### src/rtl/cache_types_pkg.sv
// Shared cache geometry constants and address helpers used by the cache
// and its memory-side adaptor.
package cache_types_pkg;

    localparam int DEF_BURST_W  = 64;
    localparam int DEF_BEATS    = 4;
    localparam int DEF_LINE_W   = DEF_BURST_W * DEF_BEATS;
    localparam int CACHE_LINE_W = 256;
    localparam int LINE_OFFS_W  = 5;

    // Strip the byte offset so the address names the whole 32-byte line.
    function automatic logic [31:0] line_align(input logic [31:0] addr);
        return {addr[31:LINE_OFFS_W], {LINE_OFFS_W{1'b0}}};
    endfunction

endpackage

### src/rtl/cacheline_adaptor_if.sv
// Bundle of the cache-side (pmem_*) and memory-side (mem_*) buses around the
// line adaptor. slave is the adaptor's view, master is the environment's.
interface cacheline_adaptor_if
    import cache_types_pkg::*;
#(
    parameter int BURST_W = DEF_BURST_W,
    parameter int BEATS   = DEF_BEATS
);
    localparam int LINE_W = BURST_W * BEATS;

    logic [31:0]        pmem_address;
    logic [LINE_W-1:0]  pmem_wdata;
    logic               pmem_read;
    logic               pmem_write;
    logic [LINE_W-1:0]  pmem_rdata;
    logic               pmem_resp;

    logic [31:0]        mem_address;
    logic               mem_read;
    logic               mem_write;
    logic [BURST_W-1:0] mem_wdata;
    logic [BURST_W-1:0] mem_rdata;
    logic               mem_resp;

    modport slave (
        input  pmem_address, pmem_wdata, pmem_read, pmem_write, mem_rdata, mem_resp,
        output pmem_rdata, pmem_resp, mem_address, mem_read, mem_write, mem_wdata
    );

    modport master (
        output pmem_address, pmem_wdata, pmem_read, pmem_write, mem_rdata, mem_resp,
        input  pmem_rdata, pmem_resp, mem_address, mem_read, mem_write, mem_wdata
    );

endinterface

### src/rtl/cacheline_adaptor.sv
// Splits a cache line fill / write-back into BEATS memory bursts of BURST_W
// bits and reassembles read beats into a full line.
module cacheline_adaptor
    import cache_types_pkg::*;
#(
    parameter int BURST_W = DEF_BURST_W,
    parameter int BEATS   = DEF_BEATS
)(
    input  logic                clk,
    input  logic                rst,
    cacheline_adaptor_if.slave  bus
);

    localparam int LINE_W = BURST_W * BEATS;
    localparam int CNT_W  = (BEATS > 1) ? $clog2(BEATS) : 1;
    localparam logic [CNT_W-1:0] LAST_BEAT = CNT_W'(BEATS - 1);

    typedef enum logic [1:0] {
        S_IDLE,
        S_READ,
        S_WRITE,
        S_DONE
    } state_e;

    state_e             state_q, state_d;
    logic [CNT_W-1:0]   cnt_q, cnt_d;
    logic [31:0]        addr_q, addr_d;
    logic [LINE_W-1:0]  wline_q, wline_d;
    logic [LINE_W-1:0]  rline_q, rline_d;

    logic               mem_read;
    logic               mem_write;
    logic               pmem_resp;
    logic [BURST_W-1:0] mem_wdata;

    always_ff @(posedge clk or posedge rst) begin
        if (rst) begin
            state_q <= S_IDLE;
            cnt_q   <= '0;
            addr_q  <= '0;
            wline_q <= '0;
            rline_q <= '0;
        end else begin
            state_q <= state_d;
            cnt_q   <= cnt_d;
            addr_q  <= addr_d;
            wline_q <= wline_d;
            rline_q <= rline_d;
        end
    end

    always_comb begin
        state_d   = state_q;
        cnt_d     = cnt_q;
        addr_d    = addr_q;
        wline_d   = wline_q;
        rline_d   = rline_q;
        mem_read  = 1'b0;
        mem_write = 1'b0;
        pmem_resp = 1'b0;

        case (state_q)
            S_IDLE: begin
                // Write-back takes priority so a dirty victim leaves before the fill.
                if (bus.pmem_write || bus.pmem_read) begin
                    state_d = bus.pmem_write ? S_WRITE : S_READ;
                    addr_d  = line_align(bus.pmem_address);
                    wline_d = bus.pmem_wdata;
                    cnt_d   = '0;
                end
            end

            S_READ: begin
                mem_read = 1'b1;
                if (bus.mem_resp) begin
                    for (int b = 0; b < BEATS; b++) begin
                        if (cnt_q == CNT_W'(b)) begin
                            rline_d[b*BURST_W +: BURST_W] = bus.mem_rdata;
                        end
                    end
                    if (cnt_q == LAST_BEAT) state_d = S_DONE;
                    else                    cnt_d   = cnt_q + CNT_W'(1);
                end
            end

            S_WRITE: begin
                mem_write = 1'b1;
                if (bus.mem_resp) begin
                    if (cnt_q == LAST_BEAT) state_d = S_DONE;
                    else                    cnt_d   = cnt_q + CNT_W'(1);
                end
            end

            S_DONE: begin
                // Back to IDLE regardless, so a still-held request is not replayed.
                pmem_resp = 1'b1;
                state_d   = S_IDLE;
            end

            default: state_d = S_IDLE;
        endcase
    end

    always_comb begin
        mem_wdata = '0;
        for (int b = 0; b < BEATS; b++) begin
            if (cnt_q == CNT_W'(b)) begin
                mem_wdata = wline_q[b*BURST_W +: BURST_W];
            end
        end
    end

    assign bus.mem_read    = mem_read;
    assign bus.mem_write   = mem_write;
    assign bus.mem_wdata   = mem_wdata;
    assign bus.mem_address = addr_q;
    assign bus.pmem_resp   = pmem_resp;
    assign bus.pmem_rdata  = rline_q;

endmodule

### src/flat_wrapper.sv
// flat-port wrapper written by rule: the top's interface ports become plain ports
module cacheline_adaptor_flat import cache_types_pkg::*;
#(
    parameter int BURST_W = DEF_BURST_W,
    parameter int BEATS   = DEF_BEATS
)
  (clk, rst, bus_pmem_address, bus_pmem_wdata, bus_pmem_read, bus_pmem_write, bus_mem_rdata, bus_mem_resp, bus_pmem_rdata, bus_pmem_resp, bus_mem_address, bus_mem_read, bus_mem_write, bus_mem_wdata);
  cacheline_adaptor_if #(.BURST_W(BURST_W), .BEATS(BEATS)) bus_i ();
  input  logic clk;
  input  logic rst;
  input wire logic [$bits(bus_i.pmem_address)-1:0] bus_pmem_address;
  input wire logic [$bits(bus_i.pmem_wdata)-1:0] bus_pmem_wdata;
  input wire logic [$bits(bus_i.pmem_read)-1:0] bus_pmem_read;
  input wire logic [$bits(bus_i.pmem_write)-1:0] bus_pmem_write;
  input wire logic [$bits(bus_i.mem_rdata)-1:0] bus_mem_rdata;
  input wire logic [$bits(bus_i.mem_resp)-1:0] bus_mem_resp;
  output wire logic [$bits(bus_i.pmem_rdata)-1:0] bus_pmem_rdata;
  output wire logic [$bits(bus_i.pmem_resp)-1:0] bus_pmem_resp;
  output wire logic [$bits(bus_i.mem_address)-1:0] bus_mem_address;
  output wire logic [$bits(bus_i.mem_read)-1:0] bus_mem_read;
  output wire logic [$bits(bus_i.mem_write)-1:0] bus_mem_write;
  output wire logic [$bits(bus_i.mem_wdata)-1:0] bus_mem_wdata;
  assign bus_i.pmem_address = bus_pmem_address;
  assign bus_i.pmem_wdata = bus_pmem_wdata;
  assign bus_i.pmem_read = bus_pmem_read;
  assign bus_i.pmem_write = bus_pmem_write;
  assign bus_i.mem_rdata = bus_mem_rdata;
  assign bus_i.mem_resp = bus_mem_resp;
  assign bus_pmem_rdata = bus_i.pmem_rdata;
  assign bus_pmem_resp = bus_i.pmem_resp;
  assign bus_mem_address = bus_i.mem_address;
  assign bus_mem_read = bus_i.mem_read;
  assign bus_mem_write = bus_i.mem_write;
  assign bus_mem_wdata = bus_i.mem_wdata;
  cacheline_adaptor #(.BURST_W(BURST_W), .BEATS(BEATS)) u_core (.clk(clk), .rst(rst), .bus(bus_i));
endmodule
### config.mk
export PLATFORM = sky130hd
export DESIGN_NAME = cacheline_adaptor_flat
export DESIGN_NICKNAME = d
export VERILOG_FILES = /design/src/rtl/cache_types_pkg.sv /design/src/rtl/cacheline_adaptor_if.sv /design/src/rtl/cacheline_adaptor.sv /design/src/flat_wrapper.sv
export SDC_FILE = /design/constraint.sdc
export NUM_CORES = 1
export LEC_CHECK = 0
export BUFFER_PORTS_ARGS = -buffer_cell sky130_fd_sc_hd__clkbuf_2
export CAP_MARGIN = 30
export CORE_AREA = 2 2 276 278
export DETAILED_ROUTE_END_ITERATION = 10
export DIE_AREA = 0 0 278 280
export PLACE_DENSITY_LB_ADDON = 0.25
export SKIP_CTS_REPAIR_TIMING = 1
export SLEW_MARGIN = 10
export SYNTH_ARGS = -nofsm -noshare
export SYNTH_HDL_FRONTEND = slang
export SYNTH_SLANG_ARGS = --single-unit
### constraint.sdc
create_clock -name clk -period 22 [get_ports clk]
set_input_delay 2.2 -clock clk [delete_from_list [all_inputs] [get_ports clk]]
set_output_delay 2.2 -clock clk [all_outputs]
set_load 0.02 [all_outputs]
==> summary.md <==
| Metric | Value |
|---|---|
| Max cap viols | `0` |
| Syn_area_per_cell | `~15 sq um` |
| Reg clk slew, reported paths | `0.05 ns` |
| Htree depth | `2` |
| Via/cell ratio | `~4.7` |
| Crit Path Class | `flop to output pin` |
| ANT nets after route | `0` |
| Pleak | `roughly 14 nW` |
| Hpwl dp | `about 46000 microns` |
| VDD IR-drop max | `between 150 and 200 uV` |
| Total power divided by cell area | `169 mW/mm^2` |
| Clock network power share | `20.7%` |
| Synthesized area | `0.0225 sq mm` |
| Clock sink count | `around 540` |
| Int Pwr | `approximately 3.0 mW` |
| Most frequent cells in the layout | `clkbuf_2 (701), dfrtp_1 (543), mux2_2 (540), nand2_1 (66)` |
| CP arrival | `between 3 and 4 ns` |
| Die area | `0.0778 sq mm` |
| Root buf cell | `clkbuf_16` |
| Core Area | `0.0752 sq mm` |
| Gate power share | `43.0%` |
| Outcome | `complete, no violations` |
| Switching Power | `approximately 1.8 mW` |
| Drt pass-1 iters | `7` |
| R2R Path Start | `u_core.state_q[0]` |
| Die H | `280 microns` |
| CTS max path bufs | `3` |
| R2R setup slack | `just under 20 ns` |
| Initial Utilization | `between 20 and 30%` |
| Iter 0 DRT Violations | `592` |
| Number of I/O pins | `712` |
| Final Hold Viols | `0` |
| Area growth, synth to finish | `28.3%` |
| RR Endpoint | `u_core.wline_q[80]` |
| WHS Endpoint | `u_core.bus.mem_address[17]` |
| First-pass GRT wire length | `98100 microns` |
| Power Total | `4.86 mW` |
| Switching portion of total power | `38.1%` |
| Fin crit share | `27.4%` |
| Final Max Slew Viols | `0` |
| YS warnings | `0` |
| Core Rows | `101` |
| RSZ-0062 raised after global routing | `no` |
| Via count | `around 15000` |
| Vias in the first global route | `16012` |
| DRC | `0` |
| Post-Syn Instances | `1480` |
| Final worst path period need | `6.02 ns` |
| CTS tree | `yes` |
| Setup crit end kind | `output pin` |
| Layout cells sized above 1 | `between 60% and 70%` |
| Total grt overflow | `0` |
| Routed WL | `65000 microns` |
| Die Wd | `278 microns` |
| Fmax achieved | `166 MHz` |
| Final Wtd Congestion | `0.790` |
| Sequential Power Share | `36.3%` |
| TNS Setup | `0 ns` |
| CP Launch Type | `flop` |
| Final setup vio count | `0` |
| WL per Instance | `20.3 microns` |
| Synthesized flop and latch total | `543` |
| Yosys cell types | `24` |
| Buffers added on ports | `701` |
| Area leader, netlist | `dfrtp_1` |
| Worst Skew | `0.0105 ns` |
| Final #Nets | `2533` |
| Hold Path Depth | `1` |
| Initial antenna violation count | `5` |
| Hold path start | `u_core.bus.mem_address[17]` |
| Worst Max-Slew Pin Slew | `1.26 ns` |
| Total CTS buffers | `60` |
| Total track usage | `between 10% and 20%` |
| Crit path max fanout | `49` |
| Area contributors post-synth | `dfrtp_1 (61%), mux2_2 (27%), a221oi_1 (2.5%)` |
| Synth top area share | `60.5%` |
| Sequential share of the synthesized area | `60.5%` |
| Largest net degree at the start of global routing | `172` |
| Clk_lat worst skew | `0.60 ns` |
| WP data required | `19.80 ns` |
| Worst R2R Path Depth | `6` |
| Hold/Removal Path Class | `flop to flop` |
| Most common cell after layout, fill and taps aside | `clkbuf_2` |
| Headroom to the max-slew limit | `16.1%` |
-- stage by stage --
step | hold WS (ns) | setup slack (ns) | util, % | area, sq um | cells
finish | 0.502 | 15.98 | 38.3 | 28800 | 3198
global route | 0.513 | 15.79 | 38.3 | 28800 | 3193
CTS | 0.505 | 15.86 | 38.1 | 28600 | 3185
detailed placement | 0.492 | 16.35 | 35.4 | 26600 | 3077
global placement | 0.486 | 16.20 | 35.4 | 26600 | 3076
floorplan | 0.479 | 4.62 | - | 22500 | 1484
-- critical path, cell delays in order, from the launching register on --
cell      delay [ns]
dfrtp_1         0.48
inv_1           0.17
ha_1            0.27
nor2b_4         0.55
buf_4           0.67
a221oi_1        0.17
o31ai_1         0.55
clkbuf_2        0.28
-- routing by layer --
metal / GRT usage [%] / wire (microns)
met4: 4.55 / 1530
met3: 6.38 / 6060
met1: 19.0 / 25500
met2: 27.5 / 31900
met5: 0 / 33
-- state kept, by name (all words and copies together), names as in the netlist --
name                    flops
u_core.bus.mem_address     27
u_core.bus.pmem_rdata     256
u_core.cnt_q                2
u_core.state_q              2
u_core.wline_q            256
-- power groups by stage --
stage / Sequential, mW / Clock, mW / Combinational [mW]
detailed placement: 1.77 / 0 / 2.10
floorplan: 2.03 / 0 / 1.13
CTS: 1.76 / 1.05 / 2.11
finish: 1.76 / 1.01 / 2.09
global route: 1.82 / 1.09 / 2.23
global placement: 1.75 / 0 / 2.07
-- final cells by class --
class | instances | area [sq um]
fill | 7244 | 46400
sequential | 543 | 13600
antenna | 7 | 17.5
tap | 978 | 1220
inverter | 5 | 26.3
clock buffer | 94 | 1810
clock inverter | 14 | 180
timing repair buffer | 724 | 3830
multi-input combinational | 833 | 8140
-- Yosys cell counts, drive strengths merged --
cell type / n
inv: 5
conb: 1
or4b: 1
nand3: 8
nor2: 1
ha: 9
nor2b: 65
clkbuf: 26
dfrtp: 543
buf: 77
o21ai: 3
o31ai: 64
or3: 1
nand2b: 1
a221oi: 64
nand2: 66
nor3b: 1
a21oi: 2
mux2i: 2
mux2: 540
-- logic make-up after synthesis --
| family | Yosys count | share of synthesized area (%) |
|---|---|---|
| AOI/OAI and AO/OA | 133 | 4.75 |
| adders and majority gates | 9 | 0.502 |
| buffers and inverters | 108 | 3.69 |
| DFF | 543 | 60.5 |
| muxes | 542 | 27.2 |
| other | 1 | 0.0167 |
| and+or+nand+nor | 144 | 3.35 |
-- how the worst max path moves through the flow --
stage / from / to / slack (ns) / depth (start not counted)
2_1_floorplan: rst / u_core.bus.mem_address[10] / 4.62 / 1
3_3_place_gp: rst / u_core.wline_q[154] / 16.20 / 5
3_5_place_dp: bus_pmem_write / u_core.wline_q[143] / 16.35 / 5
4_1_cts: u_core.cnt_q[0] / bus_mem_wdata[38] / 15.86 / 7
5_1_grt: u_core.cnt_q[0] / bus_mem_wdata[38] / 15.79 / 7
6_report: u_core.cnt_q[0] / bus_mem_wdata[38] / 15.98 / 7
Note: power is estimated with default switching activity, not from simulation.
